**config.mk**
```make
export PLATFORM = sky130hd
export DESIGN_NAME = ex_branch_ctrl_flat
export DESIGN_NICKNAME = d
export VERILOG_FILES = /design/src/rtl/ex_branch_ctrl_if.sv /design/src/rtl/ex_branch_ctrl.sv /design/src/flat_wrapper.sv
export SDC_FILE = /design/constraint.sdc
export NUM_CORES = 1
export LEC_CHECK = 0
export ABC_AREA = 1
export BUFFER_PORTS_ARGS = -buffer_cell sky130_fd_sc_hd__clkbuf_2
export CORE_UTILIZATION = 45
export DETAILED_ROUTE_END_ITERATION = 6
export PLACE_DENSITY = 0.76
export SYNTH_ARGS = -nofsm -noshare
export SYNTH_HDL_FRONTEND = slang
export SYNTH_SLANG_ARGS = --single-unit
```
**constraint.sdc**
```tcl
create_clock -name clk -period 1.2 [get_ports clk]
set_input_delay 0.24 -clock clk [delete_from_list [all_inputs] [get_ports clk]]
set_output_delay 0.24 -clock clk [all_outputs]
set_load 0.03 [all_outputs]
```
**src/rtl/ex_branch_ctrl_if.sv**
```systemverilog
// ex_branch_ctrl_if
// Groups the branch-result inputs from the EX branch unit and the
// redirect request channel to fetch.
//   br_valid / jmp_en / b_n_jmp / pc_target : resolved branch from EX
//   redirect_valid / redirect_pc             : redirect request to fetch
//   redirect_ready                           : fetch accepts the redirect
// master: the branch controller. slave: the EX/fetch side.
interface ex_branch_ctrl_if #(
  parameter int XLEN = 32
);
  logic            br_valid;
  logic            jmp_en;
  logic            b_n_jmp;
  logic [XLEN-1:0] pc_target;
  logic            redirect_valid;
  logic            redirect_ready;
  logic [XLEN-1:0] redirect_pc;

  modport master (
    input  br_valid, jmp_en, b_n_jmp, pc_target, redirect_ready,
    output redirect_valid, redirect_pc
  );

  modport slave (
    output br_valid, jmp_en, b_n_jmp, pc_target, redirect_ready,
    input  redirect_valid, redirect_pc
  );
endinterface

```
**src/rtl/ex_branch_ctrl.sv**
```systemverilog
// ex_branch_ctrl
// Branch redirect controller between the EX-stage branch unit and fetch.
// It captures a resolved taken branch, holds a redirect request to fetch
// until it is accepted, then flushes IF for FLUSH_CYCLES cycles. EX is
// stalled whenever the controller is not idle. Misaligned taken targets
// raise a one-cycle exception pulse instead of redirecting. trap_flush
// overrides everything and returns the controller to idle.
// Ports:
//   clk, rst        : clock, synchronous active-low reset
//   br (master)     : branch inputs and redirect request channel
//   trap_flush      : trap redirect from the CSR unit, highest priority
//   flush_if/id     : kill IF / ID stage instructions
//   stall_ex        : hold EX inputs while not idle
//   misalign_exc    : one-cycle pulse for a misaligned taken target
//   misalign_addr   : offending target, valid with misalign_exc
// Optional feature macro: BRANCH_CTRL_STATS_EN adds stat_taken and
// stat_not_taken counters.
`ifndef MAX_BIT_POS
`define MAX_BIT_POS 31
`endif

module ex_branch_ctrl #(
  parameter int XLEN         = `MAX_BIT_POS + 1,
  parameter int FLUSH_CYCLES = 2
) (
  input  logic             clk,
  input  logic             rst,
  ex_branch_ctrl_if.master br,
  input  logic             trap_flush,
  output logic             flush_if,
  output logic             flush_id,
  output logic             stall_ex,
  output logic             misalign_exc,
  output logic [XLEN-1:0]  misalign_addr
`ifdef BRANCH_CTRL_STATS_EN
  ,
  output logic [XLEN-1:0]  stat_taken,
  output logic [XLEN-1:0]  stat_not_taken
`endif
);

  localparam logic [1:0] IDLE     = 2'd0;
  localparam logic [1:0] REDIRECT = 2'd1;
  localparam logic [1:0] FLUSH    = 2'd2;

  localparam logic [3:0] CNT_LOAD = 4'(FLUSH_CYCLES - 1);

  logic [1:0]      state, state_nxt;
  logic [3:0]      cnt, cnt_nxt;
  logic [XLEN-1:0] redirect_pc_q;

  logic idle;
  logic taken;
  logic not_taken;
  logic misaligned;
  logic accept;
  logic misalign_hit;

  // A branch flagged not-taken never redirects, even if jmp_en is also set.
  assign idle         = (state == IDLE);
  assign taken        = idle & br.br_valid & br.jmp_en & ~br.b_n_jmp;
  assign not_taken    = idle & br.br_valid & br.b_n_jmp;
  assign misaligned   = |br.pc_target[1:0];
  assign accept       = taken & ~misaligned & ~trap_flush;
  assign misalign_hit = taken & misaligned & ~trap_flush;

  assign br.redirect_valid = (state == REDIRECT);
  assign br.redirect_pc    = redirect_pc_q;
  assign flush_if          = (state != IDLE);
  assign flush_id          = (state == REDIRECT);
  assign stall_ex          = ~idle;

  // A trap wins over any handshake or acceptance in the same cycle, so a
  // redirect_ready coinciding with trap_flush is never treated as accepted.
  always_comb begin
    state_nxt = state;
    cnt_nxt   = cnt;
    if (trap_flush) begin
      state_nxt = IDLE;
      cnt_nxt   = '0;
    end else begin
      case (state)
        IDLE: begin
          if (accept) state_nxt = REDIRECT;
        end
        REDIRECT: begin
          if (br.redirect_ready) begin
            state_nxt = FLUSH;
            cnt_nxt   = CNT_LOAD;
          end
        end
        FLUSH: begin
          if (cnt == 4'd0) state_nxt = IDLE;
          else             cnt_nxt   = cnt - 4'd1;
        end
        default: state_nxt = IDLE;
      endcase
    end
  end

  always_ff @(posedge clk) begin
    if (!rst) begin
      state         <= IDLE;
      cnt           <= '0;
      redirect_pc_q <= '0;
      misalign_exc  <= 1'b0;
      misalign_addr <= '0;
    end else begin
      state        <= state_nxt;
      cnt          <= cnt_nxt;
      misalign_exc <= misalign_hit;
      if (accept)       redirect_pc_q <= br.pc_target;
      if (misalign_hit) misalign_addr <= br.pc_target;
    end
  end

`ifdef BRANCH_CTRL_STATS_EN
  // Taken counts every taken branch seen in idle, including misaligned and
  // trap-cancelled ones; both counters wrap naturally.
  always_ff @(posedge clk) begin
    if (!rst) begin
      stat_taken     <= '0;
      stat_not_taken <= '0;
    end else begin
      if (taken)     stat_taken     <= stat_taken + 1'b1;
      if (not_taken) stat_not_taken <= stat_not_taken + 1'b1;
    end
  end
`endif

endmodule

```
**src/flat_wrapper.sv**
```systemverilog
// flat-port wrapper written by rule: the top's interface ports become plain ports
module ex_branch_ctrl_flat 
#(
  parameter int XLEN         = `MAX_BIT_POS + 1,
  parameter int FLUSH_CYCLES = 2
)
  (clk, rst, trap_flush, flush_if, flush_id, stall_ex, misalign_exc, misalign_addr, br_br_valid, br_jmp_en, br_b_n_jmp, br_pc_target, br_redirect_ready, br_redirect_valid, br_redirect_pc);
  ex_branch_ctrl_if #(.XLEN(XLEN)) br_i ();
  input  logic clk;
  input  logic rst;
  input  logic trap_flush;
  output logic flush_if;
  output logic flush_id;
  output logic stall_ex;
  output logic misalign_exc;
  output logic [XLEN-1:0] misalign_addr;
  input wire logic [$bits(br_i.br_valid)-1:0] br_br_valid;
  input wire logic [$bits(br_i.jmp_en)-1:0] br_jmp_en;
  input wire logic [$bits(br_i.b_n_jmp)-1:0] br_b_n_jmp;
  input wire logic [$bits(br_i.pc_target)-1:0] br_pc_target;
  input wire logic [$bits(br_i.redirect_ready)-1:0] br_redirect_ready;
  output wire logic [$bits(br_i.redirect_valid)-1:0] br_redirect_valid;
  output wire logic [$bits(br_i.redirect_pc)-1:0] br_redirect_pc;
  assign br_i.br_valid = br_br_valid;
  assign br_i.jmp_en = br_jmp_en;
  assign br_i.b_n_jmp = br_b_n_jmp;
  assign br_i.pc_target = br_pc_target;
  assign br_i.redirect_ready = br_redirect_ready;
  assign br_redirect_valid = br_i.redirect_valid;
  assign br_redirect_pc = br_i.redirect_pc;
  ex_branch_ctrl #(.XLEN(XLEN), .FLUSH_CYCLES(FLUSH_CYCLES)) u_core (.clk(clk), .rst(rst), .br(br_i), .trap_flush(trap_flush), .flush_if(flush_if), .flush_id(flush_id), .stall_ex(stall_ex), .misalign_exc(misalign_exc), .misalign_addr(misalign_addr));
endmodule
```
Word level (Yosys, flattened, before mapping)
Cells that the tools add are included.
{"block": "classes", "eq_ne": 6, "n_lt_le_gt_ge": 0, "multipliers": 0, "muxes": 7, "shift": 0, "addsub": 1, "bitwise": 12, "div_mod_pow": 0, "reduce_logical": 8}
{"cell": "two-way mux 4 bit", "count": 2}
{"cell": "one-hot mux 4 bit (2 select lines)", "count": 1}
{"cell": "bitwise AND 1 bit", "count": 7}
{"cell": "two-way mux 2 bit", "count": 3}
{"cell": "!= test 2 bit (second input constant)", "count": 3}
{"cell": "one-hot mux 2 bit (3 select lines)", "count": 1}
{"cell": "AND reduction 3 bit", "count": 2}
{"cell": "NOT 1 bit", "count": 5}
{"cell": "zero test 4 bit", "count": 1}
{"cell": "nonzero test 2 bit", "count": 2}
{"cell": "OR reduction 2 bit", "count": 2}
{"cell": "subtractor 4 x 1 -> 4 bit (second input constant)", "count": 1}
{"cell": "equality test 2 x 1 -> 1 bit (second input constant)", "count": 1}
{"cell": "equality test 2 bit (second input constant)", "count": 1}
{"cell": "zero test 2 bit", "count": 1}
{"cell": "!= test 2 x 1 -> 1 bit (second input constant)", "count": 1}
{"block": "totals", "n_memories": 0, "out_inout_bits": 69, "regBits": 71, "wordCells": 39, "input_bits": 39, "ram_bits": 0, "latchBits": 0, "romBits": 0}

Logic depth before layout (Yosys ltp)
Gate-level depths: netlist of run 1.
{"block": "logic_depth", "word_depth": 8, "depth_mapped": 8, "ltp_nobuf": 8}

Worst setup path before layout of run 1
No wires, ideal clock.
{"block": "synth_timing", "path_type": "reg-to-reg", "start": "register u_core.state[0]", "end": "register u_core.cnt[2]", "stages_incl_launch_ff": 8, "arrival_ns": 1.407, "synth_period_minus_slack_ns": 1.522, "setup_time_ns": 0.115, "setup_slack_ns": -0.322, "n_path_buf": 0, "required_time_ns": 1.085, "path_cell_list": "dfxtp_1 inv_1 nor2_1 nand2_1 nand2_1 nand3_1 nand2_1 nor2_1"}
{"block": "synth_via", "elab_chain_len": 3, "word_cells_on_any_way": 7, "classes_between": "4 x eq/ne; 1 x mux; 2 x reduce/logical"}
{"item": "start, declared", "line_no": "ex_branch_ctrl.sv:48", "text": "logic [1:0] state, state_nxt;"}
{"item": "start signal, assigned", "line_no": "ex_branch_ctrl.sv:109", "text": "state <= state_nxt;"}
{"item": "equality test 2 x 1 -> 1 bit (*)"}
{"item": "via br_redirect_valid", "line_no": "flat_wrapper.sv:22", "text": "output wire logic [$bits(br_i.redirect_valid)-1:0] br_redirect_valid;"}
{"item": "!= test 2 bit (no line) / nonzero test 2 bit (equally long branches)"}
{"item": "AND reduction 3 bit (no line)"}
{"item": "end signal, assigned", "line_no": "ex_branch_ctrl.sv:110", "text": "cnt <= cnt_nxt;"}
{"item": "end, declared", "line_no": "ex_branch_ctrl.sv:49", "text": "logic [3:0] cnt, cnt_nxt;"}
Mark *: on every way through the listed nets, which the timed path passes. The rest lies on a longest branch.
A chain may end at the register's enable or synchronous reset.

Final worst setup path of run 1
{"block": "layout_timing", "start": "register u_core.state[0]", "end": "output port flush_id"}
{"block": "layout_via", "elab_chain_len": 1}
{"item": "equality test 2 x 1 -> 1 bit", "line_no": "ex_branch_ctrl.sv:70", "text": "assign flush_id = (state == REDIRECT);"}
{"item": "end, declared", "line_no": "flat_wrapper.sv:13", "text": "output logic flush_id;"}
No other way between the ends.

==> impl_metrics.env, run 1 <==
export IMPL_detailedPlacementHpwl_um=5590
export IMPL_clock_sinks=71
export IMPL_gr_usage_all_layers_pct=23.0
export IMPL_max_slew_margin_rel_pct=78.0
export IMPL_hold_path_end="u_core.misalign_exc$_SDFF_PN0_"
export IMPL_utilization_pct=66.8
export IMPL_synth_ff_latch_count=71
export IMPL_crit_path_max_delay_family="flip-flops"
export IMPL_cts_hold_buffers_added=0
export IMPL_place_inst=615
export IMPL_cell_area_after_placement_um2=3740
export IMPL_synth_main_ff_cell="sky130_fd_sc_hd__dfxtp_1"
export IMPL_power_leakage_nw=2.12
export IMPL_finalSetupViolations=71
export IMPL_power_share_clock_pct=35.9
export IMPL_avgRoutedWirePerCell_um=13.1
export IMPL_worst_pin_slew_ns=0.330
export IMPL_cts_root_to_sink_buffers=2
export IMPL_tritoncts="done"
export IMPL_pre_cts_ws_ns=-0.0599
export IMPL_synth_top_cells_by_count="135 x sky130_fd_sc_hd__nor2_1, 72 x sky130_fd_sc_hd__nand2_1, 71 x sky130_fd_sc_hd__dfxtp_1"
export IMPL_critical_path_cell_chain="buf_6 > inv_4 > nor2_4 > buf_8"
export IMPL_clkLatencyLatePin_ns=0.34
export IMPL_detail_route_drc_violations=14
export IMPL_clkTransAtPathRegs_ns=0.07
export IMPL_synth_sequential_area_ratio_pct=46.9
export IMPL_detail_route_first_pass_iterations=7
export IMPL_critPathMaxStageDelay_ns=0.37
export IMPL_cp_max_fo=3
export IMPL_post_synth_inst_count=436
export IMPL_dr_first_iter_drc_count=158
export IMPL_combPwrFrac_pct=12.3
export IMPL_power_per_cell_area_nw_per_um2=1090
export IMPL_netlist_area_um2=3030
export IMPL_depth_of_the_cts_h_tree=3
export IMPL_netlist_top_cells_area="sky130_fd_sc_hd__dfxtp_1 47%, sky130_fd_sc_hd__nor2_1 17%, sky130_fd_sc_hd__nand2_1 8.9%"
export IMPL_place_port_buffers=107
export IMPL_slew_viol_final=0
export IMPL_vias=3284
export IMPL_ant_nets=0
export IMPL_synthMostInstantiatedCell="sky130_fd_sc_hd__nor2_1"
export IMPL_critPathRequiredTime_ns=0.96
export IMPL_power_switching_fraction_pct=26.6
export IMPL_initial_utilization_pct=47.2
export IMPL_ctsRootBufferMaster="sky130_fd_sc_hd__clkbuf_8"
export IMPL_cp_num_buf_inv=3
export IMPL_fill_cells=545
export IMPL_timing_critical_path_from_type="flop"
export IMPL_reg2regPathDepth=8
export IMPL_grt_setup_unrepaired="true"
export IMPL_core_area_um2=6420
export IMPL_totalWireLength_um=8460
export IMPL_outcome="finished, violations left"
export IMPL_yosys_area_top_type_share_pct=46.9
export IMPL_library_cells_used_by_synthesis=20
export IMPL_failed_checks="DRC, setup timing"
export IMPL_final_area_um2=4290
export IMPL_final_cells=645
export IMPL_yosysWarnings=0
export IMPL_max_clock_freq_ghz=0.730
export IMPL_timing_hold_worst_class="primary input to flop"
export IMPL_clock_skew_ns=0.00705
export IMPL_die_area_um2=7070
export IMPL_cts_made_buffers=9
export IMPL_fp_rows=29
export IMPL_reg2reg_to="u_core.misalign_addr[3]$_SDFFE_PN0P_"
export IMPL_grt_antenna_before_repair=0
export IMPL_path_depth=4
export IMPL_reg2reg_setup_slack_ns=-0.15
export IMPL_hold_viol=0
export IMPL_design_final_nets=605
export IMPL_routabilityCongestion=0.799
export IMPL_grt_pass1_wl_um=13000
export IMPL_worst_setup_path_end_kind="output port"
export IMPL_synth_largest_area_cell="sky130_fd_sc_hd__dfxtp_1"
export IMPL_setup_worst_path_class="flop to output port"
export IMPL_crit_path_top_delay_cell="sky130_fd_sc_hd__dfxtp_2"
export IMPL_synth_fp_nets=476
export IMPL_min_delay_start="rst"
export IMPL_antenna_diode_count=0
export IMPL_grt_pass1_vias=2902
export IMPL_die_height_um=84.1
export IMPL_grt_overflow_total=0
export IMPL_grt_start_max_net_pins=35
export IMPL_fp_dieW_um=84.1
export IMPL_final_critical_path_setup_slack_ns=-0.171
export IMPL_r2r_start="u_core.state[1]$_SDFFE_PP0P_"
export IMPL_max_cap_violations=0
export IMPL_layout_drive_gt1_share_pct=36.6
export IMPL_cp_arrival_ns=1.13
export IMPL_min_path_cells=3
export IMPL_routed_via_density=5.09
export IMPL_post_route_period_util_pct=114
export IMPL_synth_async_reset_ratio_pct=0
export IMPL_internal_power_mw=3.44
export IMPL_post_route_min_period_ns=1.37
export IMPL_share_seq_of_total_power_pct=51.8
export IMPL_synth_area_per_cell_um2=6.95
export IMPL_power_switching_mw=1.25
export IMPL_syn2layout_area_growth_pct=41.5
export IMPL_ioPinCount=108
export IMPL_synth_edf_count=0
export IMPL_worst_ir_drop_on_vdd_uv=624
export IMPL_finalSetupTns_ns=-7.47
-- metrics by stage --
| stage | total power [mW] | hold slack [ns] |
|---|---|---|
| global route | 4.89 | 0.184 |
| floorplan | 2.81 | 0.383 |
| detailed placement | 3.00 | 0.426 |
| global placement | 2.99 | 0.429 |
| finish | 4.69 | 0.182 |
| CTS | 4.66 | 0.169 |
-- layer usage --
layer,global-route usage (%),vias to the layer above,share of wire [%]
li1,-,1614,-
met1,29.7,1516,44
met2,37.4,134,47
met3,3.86,20,6.8
met4,10.8,0,2.7
met5,0,-,0
-- how the worst max path moves through the flow --
| stage | startpoint | endpoint | slack, ns |
|---|---|---|---|
| 6_report | u_core.state[0]$_SDFFE_PP0P_ | flush_id | -0.17 |
| 4_1_cts | u_core.state[0]$_SDFFE_PP0P_ | br_redirect_valid | -0.17 |
| 5_1_grt | u_core.state[1]$_SDFFE_PP0P_ | u_core.misalign_addr[3]$_SDFFE_PN0P_ | -0.23 |
| 2_1_floorplan | u_core.state[0]$_SDFFE_PP0P_ | stall_ex | 0.02 |
| 3_3_place_gp | u_core.state[0]$_SDFFE_PP0P_ | u_core.br.redirect_pc[4]$_SDFFE_PN0P_ | -0.02 |
| 3_5_place_dp | u_core.state[0]$_SDFFE_PP0P_ | u_core.br.redirect_pc[4]$_SDFFE_PN0P_ | -0.06 |
-- cell families (layout without fill, tap and decap cells) --
logic type,after synthesis,in the layout,synth area share [%]
and+or+nand+nor,284,284,40.7
buffers and inverters,74,206,11.0
DFF,71,71,46.9
AOI/OAI and AO/OA,6,6,1.07
adders and majority gates,1,1,0.413
-- layout by cell type, fill, tap and decap left out, drive strengths merged --
master	n
a21oi	4
buf	45
clkbuf	114
clkinv	1
clkinvlp	2
dfxtp	71
ha	1
inv	44
nand2	75
nand3	34
nand4	32
nor2	139
nor3	3
o21a	1
o21ai	1
or2	1
-- worst register-to-register path: cells and delay by family, from the launching register on --
| kind | cells | cell delay (ns) |
|---|---|---|
| AND/OR/NAND/NOR | 5 | 0.57 |
| flip-flops | 1 | 0.34 |
| buffers and inverters | 3 | 0.38 |
-- layout make-up --
type,count,area (um2),share of cell area [%]
clock buffers,11,151,3.53
clock inverters,3,20.0,0.467
inverters,44,170,3.97
multi-input cells,291,1430,33.2
flip-flops and latches,71,1430,33.2
well taps,77,96.3,2.25
repair buffers,148,1000,23.3
-- flip-flops by register name (all words and copies together), names as in the netlist --
signal and flops:
u_core.br.redirect_pc 32, u_core.misalign_addr 32, u_core.cnt 4, u_core.state 2, u_core.misalign_exc 1
-- power groups by stage --
stage,clock [mW],combinational [mW],sequential (mW)
detailed placement,0,0.521,2.48
floorplan,0,0.244,2.57
finish,1.68,0.575,2.43
global route,1.83,0.630,2.43
CTS,1.70,0.538,2.43
global placement,0,0.514,2.48
-- repair_timing --
| item | 4_1_cts | 5_1_grt |
|---|---|---|
| setup endpoints to repair | 36 | 74 |
| resized for setup | 29 | 44 |
| pin swaps | 4 | 6 |
| setup buffers | 7 | 6 |
| gates cloned | 1 | 3 |
(Power assumes the default switching activity.)
==> run 2: changes to the inputs <==
--- a/config.mk
+++ b/config.mk
@@ -6,10 +6,11 @@
 export NUM_CORES = 1
 export LEC_CHECK = 0
 export ABC_AREA = 1
+export ABC_CLOCK_PERIOD_IN_PS = 1600
 export BUFFER_PORTS_ARGS = -buffer_cell sky130_fd_sc_hd__clkbuf_2
-export CORE_UTILIZATION = 45
+export CORE_UTILIZATION = 53
 export DETAILED_ROUTE_END_ITERATION = 6
-export PLACE_DENSITY = 0.76
+export PLACE_DENSITY = 0.84
 export SYNTH_ARGS = -nofsm -noshare
 export SYNTH_HDL_FRONTEND = slang
 export SYNTH_SLANG_ARGS = --single-unit
==> constraint.sdc (replaced) <==
create_clock -name clk -period 1.6 [get_ports clk]
set_input_delay 0.32 -clock clk [delete_from_list [all_inputs] [get_ports clk]]
set_output_delay 0.32 -clock clk [all_outputs]
set_load 0.03 [all_outputs]
==> run 2 against run 1 <==
  * The flow now finishes without violations
  * First-iteration DRC count down 8.2%
  * Global-route usage rose by 2.9 points
  * Via count shrank 5.5%
  * Die area is 15% lower
  * Total power shrank 26%
  * Non-clock buffer count decreased by 23
  * Count of clock-buffer cells in the layout rose by 2
  * Flip-flop and latch count is the same
  * Clock skew decreased by 0.0036 ns
  * Setup slack improved by 0.25 ns
  * Largest cell class unchanged
==> impl_metrics.env, run 2 (synthesis results as in run 1) <==
export IMPL_ioPinCount=108
export IMPL_max_clock_freq_ghz=0.656
export IMPL_grt_overflow_total=0
export IMPL_grt_setup_unrepaired="false"
export IMPL_cts_root_to_sink_buffers=2
export IMPL_grt_antenna_before_repair=0
export IMPL_slew_viol_final=0
export IMPL_setup_worst_path_class="flop to output port"
export IMPL_clock_sinks=71
export IMPL_vias=3104
export IMPL_dr_first_iter_drc_count=145
export IMPL_utilization_pct=69.1
export IMPL_initial_utilization_pct=55.1
export IMPL_clock_skew_ns=0.00350
export IMPL_post_route_period_util_pct=95.2
export IMPL_outcome="finished, final reports clean"
export IMPL_fp_dieW_um=77.6
export IMPL_routabilityCongestion=0.836
export IMPL_hold_viol=0
export IMPL_max_cap_violations=0
export IMPL_timing_critical_path_from_type="flop"
export IMPL_finalSetupViolations=0
export IMPL_die_height_um=77.6
export IMPL_worst_ir_drop_on_vdd_uv=503
export IMPL_ctsRootBufferMaster="sky130_fd_sc_hd__clkbuf_8"
export IMPL_routed_via_density=5.01
export IMPL_tritoncts="done"
export IMPL_clkLatencyLatePin_ns=0.34
export IMPL_grt_pass1_wl_um=12200
export IMPL_layout_drive_gt1_share_pct=28.2
export IMPL_post_route_min_period_ns=1.52
export IMPL_critPathRequiredTime_ns=1.28
export IMPL_final_cell_mix="133 x sky130_fd_sc_hd__nor2_1, 105 x sky130_fd_sc_hd__clkbuf_2, 72 x sky130_fd_sc_hd__nand2_1"
export IMPL_fp_rows=27
export IMPL_cp_max_fo=5
export IMPL_total_power_mw=3.47
export IMPL_depth_of_the_cts_h_tree=3
export IMPL_gr_usage_all_layers_pct=25.9
export IMPL_detail_route_first_pass_iterations=4
export IMPL_mostFrequentLayoutCell="sky130_fd_sc_hd__nor2_1"
export IMPL_cp_arrival_ns=1.20
export IMPL_detail_route_drc_violations=0
export IMPL_worst_setup_path_end_kind="output port"
export IMPL_finalSetupTns_ns=0
export IMPL_totalWireLength_um=7480
export IMPL_die_area_um2=6030
export IMPL_cts_made_buffers=9
export IMPL_worst_pin_slew_ns=0.351
export IMPL_place_port_buffers=107
export IMPL_detailedPlacementHpwl_um=5360
export IMPL_power_per_cell_area_nw_per_um2=912
export IMPL_timing_hold_worst_class="primary input to flop"
export IMPL_design_final_nets=582
export IMPL_fill_cells=464
export IMPL_antenna_diode_count=0
export IMPL_avgRoutedWirePerCell_um=12.1
export IMPL_grt_pass1_vias=2724
export IMPL_core_area_um2=5510
export IMPL_max_slew_margin_rel_pct=76.6
export IMPL_ant_nets=0
export IMPL_syn2layout_area_growth_pct=25.6
export IMPL_clkTransAtPathRegs_ns=0.07
export IMPL_grt_start_max_net_pins=38
export IMPL_power_leakage_nw=1.95
export IMPL_fin_worst_hold_slack_ns=0.243
## run 2: cell count changes in the layout (fill, tap and decap cells not counted), moves of 3 or more
cell	change
sky130_fd_sc_hd__dfxtp_2	-3
sky130_fd_sc_hd__dfxtp_1	+3
sky130_fd_sc_hd__buf_12	-4
sky130_fd_sc_hd__nand3_1	+18
sky130_fd_sc_hd__nand3_2	-17
sky130_fd_sc_hd__nor2_4	-3
sky130_fd_sc_hd__buf_8	-7
sky130_fd_sc_hd__buf_4	-4
sky130_fd_sc_hd__nand2_1	+4
sky130_fd_sc_hd__buf_6	-12
sky130_fd_sc_hd__nor2_1	+3
## run 2: worst paths after layout
kind | end | startpoint | slack, ns | cells after the start
min | u_core.misalign_exc$_SDFF_PN0_ | rst | 0.24 | 3
min reg2reg | u_core.br.redirect_pc[1]$_SDFFE_PN0P_ | u_core.br.redirect_pc[1]$_SDFFE_PN0P_ | 0.44 | 2
max reg2reg | u_core.br.redirect_pc[29]$_SDFFE_PN0P_ | u_core.state[0]$_SDFFE_PP0P_ | 0.23 | 8
max | flush_if | u_core.state[0]$_SDFFE_PP0P_ | 0.08 | 4
## run 2: layer usage
layer	share of wire, %	GRT usage, %	vias to the layer above
met1	44	32.2	1390
met2	47	41.7	124
li1	-	-	1570
met5	0	0	-
met4	3.0	14.9	0
met3	6.7	4.94	20
## run 2: cell type report
cell class / instances / area [um2] / share of cell area [%]
clock buffer: 13 / 159 / 4.17
timing repair buffer: 125 / 671 / 17.6
multi-input combinational: 291 / 1280 / 33.7
tap: 72 / 90.1 / 2.37
inverter: 44 / 165 / 4.34
sequential: 71 / 1420 / 37.4
clock inverter: 3 / 17.5 / 0.460
## run 2: critical path: stages, from the launching register on
cell and delay (ns):
sky130_fd_sc_hd__dfxtp_1 0.39, sky130_fd_sc_hd__nor2_4 0.06, sky130_fd_sc_hd__buf_4 0.15, sky130_fd_sc_hd__inv_1 0.06, sky130_fd_sc_hd__clkbuf_2 0.20
## run 2: report_power, final
part	internal, mW	leakage, nW	total, mW	switching (mW)
clock	0.643	0.0894	1.27	0.628
sequential	1.80	0.575	1.82	0.0194
combinational	0.126	1.29	0.381	0.254
total	2.57	1.95	3.47	0.902
## run 2: timing repair
action	4_1_cts	5_1_grt
hold buffers	0	0
resized for setup	0	3
cloned	0	0
buffers inserted	1	0
setup endpoints to repair	2	3
pin swaps	1	0
## run 2: through the flow
| step | instances | setup WS (ns) | cell area [um2] |
|---|---|---|---|
| 5_1_grt | 619 | 0.000682 | 3810 |
| 2_1_floorplan | 436 | 0.0527 | 3030 |
| 6_report | 619 | 0.0765 | 3810 |
| 3_5_place_dp | 602 | 0.233 | 3620 |
| 4_1_cts | 619 | 0.0497 | 3810 |
| 3_3_place_gp | 602 | 0.257 | 3620 |
